File: config.mk
export PLATFORM = sky130hd
export DESIGN_NAME = dmem_arbiter
export DESIGN_NICKNAME = d
export VERILOG_FILES = /design/src/rtl/dmem_arbiter.sv
export SDC_FILE = /design/constraint.sdc
export NUM_CORES = 1
export LEC_CHECK = 0
export CAP_MARGIN = 30
export CORE_MARGIN = 5
export CORE_UTILIZATION = 48
export DETAILED_ROUTE_END_ITERATION = 8
export DONT_BUFFER_PORTS = 1
export GPL_TIMING_DRIVEN = 0
export PLACE_DENSITY = 0.74
export SETUP_SLACK_MARGIN = 0.02
export SLEW_MARGIN = 20
export SYNTH_ARGS = -nofsm -noshare
export SYNTH_HDL_FRONTEND = slang
export SYNTH_SLANG_ARGS = --single-unit
File: constraint.sdc
create_clock -name Clock -period 1.4 [get_ports Clock]
set_input_delay 0.28 -clock Clock [delete_from_list [all_inputs] [get_ports Clock]]
set_output_delay 0.28 -clock Clock [all_outputs]
set_load 0.05 [all_outputs]
File: src/rtl/dmem_arbiter.sv
// Round-robin arbiter sharing one single-ported 128-byte data memory between the
// CPU load/store unit (port 0) and the debug/loader port (port 1).
module dmem_arbiter #(
    parameter int unsigned MEM_BYTES = 128
) (
    input  logic        Clock,
    input  logic        Reset,
    input  logic        req0,
    input  logic        req1,
    input  logic        we0,
    input  logic        we1,
    input  logic [15:0] addr0,
    input  logic [15:0] addr1,
    input  logic [15:0] wdata0,
    input  logic [15:0] wdata1,
    output logic        ack0,
    output logic        ack1,
    output logic        err0,
    output logic        err1,
    output logic [15:0] rdata,
    output logic [15:0] mem_Address,
    output logic [15:0] mem_WriteData,
    output logic        mem_MemWrite,
    output logic        mem_MemRead,
    input  logic [15:0] mem_ReadData
);

    typedef enum logic [1:0] {StIdle, StAccess, StResp} state_e;

    localparam logic [15:0] LastWord = 16'(MEM_BYTES - 2);

    state_e      state_q, state_d;
    logic        last_gnt_q, last_gnt_d;
    logic        port_q, port_d;
    logic        we_q, we_d;
    logic [15:0] addr_q, addr_d;
    logic [15:0] wdata_q, wdata_d;
    logic        ack0_q, ack0_d;
    logic        ack1_q, ack1_d;
    logic        err0_q, err0_d;
    logic        err1_q, err1_d;
    logic [15:0] rdata_q, rdata_d;
    logic        in_range;
    logic        gnt1;

    // Full 16-bit compare: no wrap-around of high addresses into the memory.
    assign in_range = (addr_q <= LastWord);
    // On contention the port not granted last wins.
    assign gnt1     = req1 & (~req0 | ~last_gnt_q);

    always_comb begin
        state_d       = state_q;
        last_gnt_d    = last_gnt_q;
        port_d        = port_q;
        we_d          = we_q;
        addr_d        = addr_q;
        wdata_d       = wdata_q;
        ack0_d        = 1'b0;
        ack1_d        = 1'b0;
        err0_d        = 1'b0;
        err1_d        = 1'b0;
        rdata_d       = 16'h0000;
        mem_Address   = 16'h0000;
        mem_WriteData = 16'h0000;
        mem_MemWrite  = 1'b0;
        mem_MemRead   = 1'b0;

        unique case (state_q)
            StIdle: begin
                if (req0 || req1) begin
                    port_d     = gnt1;
                    last_gnt_d = gnt1;
                    we_d       = gnt1 ? we1 : we0;
                    addr_d     = gnt1 ? addr1 : addr0;
                    wdata_d    = gnt1 ? wdata1 : wdata0;
                    state_d    = StAccess;
                end
            end
            StAccess: begin
                if (in_range) begin
                    mem_Address = addr_q;
                    if (we_q) begin
                        mem_WriteData = wdata_q;
                        mem_MemWrite  = 1'b1;
                    end else begin
                        mem_MemRead = 1'b1;
                    end
                end
                rdata_d = (in_range && !we_q) ? mem_ReadData : 16'h0000;
                ack0_d  = ~port_q;
                ack1_d  = port_q;
                err0_d  = ~port_q & ~in_range;
                err1_d  = port_q & ~in_range;
                state_d = StResp;
            end
            StResp: begin
                state_d = StIdle;
            end
            default: begin
                state_d = StIdle;
            end
        endcase
    end

    always_ff @(posedge Clock) begin
        if (Reset) begin
            state_q    <= StIdle;
            last_gnt_q <= 1'b1;
            port_q     <= 1'b0;
            we_q       <= 1'b0;
            addr_q     <= 16'h0000;
            wdata_q    <= 16'h0000;
            ack0_q     <= 1'b0;
            ack1_q     <= 1'b0;
            err0_q     <= 1'b0;
            err1_q     <= 1'b0;
            rdata_q    <= 16'h0000;
        end else begin
            state_q    <= state_d;
            last_gnt_q <= last_gnt_d;
            port_q     <= port_d;
            we_q       <= we_d;
            addr_q     <= addr_d;
            wdata_q    <= wdata_d;
            ack0_q     <= ack0_d;
            ack1_q     <= ack1_d;
            err0_q     <= err0_d;
            err1_q     <= err1_d;
            rdata_q    <= rdata_d;
        end
    end

    assign ack0  = ack0_q;
    assign ack1  = ack1_q;
    assign err0  = err0_q;
    assign err1  = err1_q;
    assign rdata = rdata_q;

endmodule

# Word level (Yosys, flattened, before mapping)
# Index checks and enable logic that the tools add are counted.
# W data, S select, Z words.
# classes
n_addsub,0
mul,0
div,0
n_lt_le_gt_ge,1
n_eq_ne,2
shifts,0
n_mux,16
bitwise,10
n_reduce_logical,7
# ops
op,count
$mux W16,7
$le A16 B7 Y1 const B,1
$mux W1,7
$not A1 Y1,6
$pmux W2 S2,1
$and A1 B1 Y1,3
$reduce_or A3 Y1,1
$eq A2 B1 Y1 const B,1
$logic_not A2 Y1,1
$mux W2,1
$ne A2 B2 Y1 const B,1
$reduce_and A2 Y1,1
$reduce_or A2 Y1,1
$logic_and A1 B1 Y1,1
$logic_not A1 Y1,1
$logic_or A1 B1 Y1,1
$or A1 B1 Y1,1
# totals
register_bits,57
latchBits,0
mem_bits_rw,0
romBits,0
inputBits,86
output_inout_bits,54
word_cells,47
mem_count,0

# Logic depth before layout (Yosys ltp)
# logic_depth
ltp_word,4
mapped_depth,5
ltp_nobuf,3

# Least setup slack after synthesis
# No wires, ideal clock.
# synth_timing
kind,flip-flop to output port
from,register addr_q[10]
to,output mem_MemRead
arrival_ns,2.453
required_time_ns,1.120
setup_slack_ns,-1.333
stages_incl_launch_ff,4
n_path_buf,0
path_cell_list,dfxtp_1 -> nor4_2 -> nand3_2 -> nor4b_1
# synth_via
elab_chain_cells,3
# synth_rtl
element,line_no,text
"start, declared",36,"logic [15:0] addr_q, addr_d;"
"start signal, assigned",123,addr_q <= addr_d;
$le A16 B7 Y1,47,assign in_range = (addr_q <= LastWord);
$mux W1,80,if (in_range) begin
$mux W1,68,unique case (state_q)
"end, declared",24,"output logic mem_MemRead,"
# Every way passes these cells.

# Worst setup path after layout
# layout_timing
from,register addr_q[13]
to,output mem_MemRead
# Same word-level chain as after synthesis.

==> results.md <==
* Status: finished with violations
* Violated checks: negative setup slack
* Setup TNS at -19730 ps
* Total power at 4.93 mW
* Async SR Flop Fraction at 0
* Logic pwr share at 0.233
* DRT antenna net count at 0
* Maximum vdd drop at 0.790 mV
* Total global routing overflow at 0
* Crit-path max FO at 4
* Worst skew pair latency at 340 ps
* Clock power frac at 0.385
* FILL cells at 533
* Layout area overhead at 24.1%
* Routed len/inst at 18.2 µm
* Mapped Cells at 341
* Setup-failing EPs final at 26
* Clock sinks at 57
* Total area of sequential cells at 0.00115 mm²
* Fin nets at 458
* Post-DP Area at 0.00352 mm²
* Synth top area share at 0.360
* CTS Buf Count at 9
* First-pass GRT wire length at 13.2 mm
* Final core utilization at 0.616
* Initial drt markers at 100
* Max Buffers Root-to-Sink at 2
* Slew Viols, Final at 0
* Crit path time final at 2250 ps
* DR vias at 2590
* Initial Utilization at 0.497
* Netlist cell types at 36
* Final WS setup at -852 ps
* Tot GR Track Use at 0.200
* Post-synthesis register bit count at 57
* Least-Margin Pin Slew at 757 ps
* Final Hold Vio Count at 0
* Power Density at 1250 mW/mm²
* Setup CP Type: reg -> out
* Net Sw Frac at 0.298
* Crit path arrival time at 1970 ps
* Top FF cell, synth: dfxtp_1
* N_diodes at 0
* Die Y-Extent at 91.3 µm
* WP data required at 1120 ps
* Post-Layout Inst Area at 0.00394 mm²
* Share of power burned in registers at 0.382
* CTS root buf: clkbuf_8
* Highest-count cells in the layout ignoring fill and taps: 74 x nand2_1, 52 x dfxtp_1, 35 x a21oi_1, 24 x nor3_4
* Drt first pass iters at 4
* Min Hold Slack at 88.3 ps
* Synth area leaders: dfxtp_1 36%, nor3_2 12%, nand2_1 8.8%, a311oi_2 7.6%, buf_6 6.7%
* DP Cell Count at 426
* EDFF count, synth at 0
* Total Wirelength at 8.27 mm
* Maxcap violations at 0
* DRC violations left at 0
* Die width at 91.3 µm
* Routability-driven placement congestion ratio at 0.796
* Row count at 29
* Vias in the first global route at 2589
* Synth Area per Inst at 9.30 µm²
* Total core area at 0.00639 mm²
* Synth area leader: dfxtp_1
* Worst Skew at 6.32 ps
* Largest net degree at the start of global routing at 11
* Psw at 1.47 mW
* Clock-pin slew on the worst setup and hold paths at 70 ps
* Crit end category: primary output
* Final instance count without filler cells at 454
* Die area at 0.00833 mm²
* Internal power at 3.46 mW
* Syn Std Cell Area at 0.00317 mm²
* Layout cells sized above 1 at 0.377
* IO Count at 140
* Post-Place Worst Slack at -518 ps
* CTS Hold Bufs at 0
* Most common cell after layout, fill and taps aside: nand2_1
* H-tree depth at 3
* Worst Hold Class: in -> reg
* HPWL after detailed placement at 5.92 mm
* Sequential share of the synthesized area at 0.360
* Initial antenna violation count at 0
* Number of port buffers at 0
* Number of synthesis warnings at 0
* Tcrit/Tclk final at 1.61
* Leak at 1.54 nW
* Multi-input gate area at 0.00185 mm²
* Fmax at 0.444 GHz
* TritonCTS clock tree: yes
* CP startpoint kind: flop
* Vias/cell at 5.70
* RSZ-0062 raised after global routing: true
* Slew headroom at 0.493
==> timing repair <==
item / in CTS / in global routing
resized for setup: 5 / 11
endpoints found under the setup margin: 38 / 45
pin swaps: 5 / 18
setup buffers: 5 / 6
cloned: 2 / 0
==> routing by layer <==
| metal | track usage | wire [µm] |
|---|---|---|
| met5 | 0 | 0 |
| met4 | 0.0697 | 119 |
| met3 | 0.0661 | 621 |
| met2 | 0.326 | 4060 |
| met1 | 0.247 | 3460 |
==> cells in the mapped netlist, drive strengths merged (2+ instances only) <==
library cell,instances
nor2,6
buf,37
or2,3
clkbuf,4
a311oi,33
inv,16
nand3b,16
a21oi,35
dfxtp,57
and3,2
nor3,41
a21boi,3
nand2,74
nand3,2
==> final cells by class <==
type / count / area share
Tap cell: 77 / 0.0245
Sequential cell: 57 / 0.291
Inverter: 16 / 0.0153
Clock buffer: 11 / 0.0359
Clock inverter: 5 / 0.0261
Multi-Input combinational cell: 235 / 0.470
Buffer: 41 / 0.100
Timing Repair Buffer: 12 / 0.0362
==> sequential cells by signal (all words and copies together), names as in the netlist <==
register / flops
ack1: 1
err0: 1
last_gnt_q: 1
addr_q: 16
we_q: 1
wdata_q: 16
ack0: 1
port_q: 1
state_q: 2
rdata: 16
err1: 1
==> power by group through the flow <==
stage / logic, mW / registers, mW / clock network (mW)
floorplan: 0.887 / 1.89 / 0
global placement: 1.01 / 1.91 / 0
detailed placement: 1.03 / 1.91 / 0
CTS: 1.12 / 1.88 / 1.93
global route: 1.24 / 1.90 / 2.03
finish: 1.15 / 1.88 / 1.90
==> worst paths after layout <==
kind | startpoint | endpoint | slack (ps) | cells past startpoint
hold / removal | mem_ReadData[5] | rdata[5]$_SDFF_PP0_ | 90 | 2
hold reg to reg | port_q$_SDFFE_PP0P_ | port_q$_SDFFE_PP0P_ | 510 | 2
setup reg to reg | addr_q[13]$_SDFFE_PP0P_ | rdata[12]$_SDFF_PP0_ | 0 | 6
setup / recovery | addr_q[13]$_SDFFE_PP0P_ | mem_MemRead | -850 | 4
==> critical path, cell delays in order, from the launching register on <==
cell	delay (ps)
dfxtp_2	340
nor4_4	340
nand3_4	130
buf_6	170
nor4b_4	650
==> kinds of logic after synthesis <==
kind of cell	share of synthesized area
buf+inv	0.131
simple gates	0.304
other cells	0.00118
compound gates	0.205
flops	0.360
Note: power is estimated with default switching activity, not from simulation.
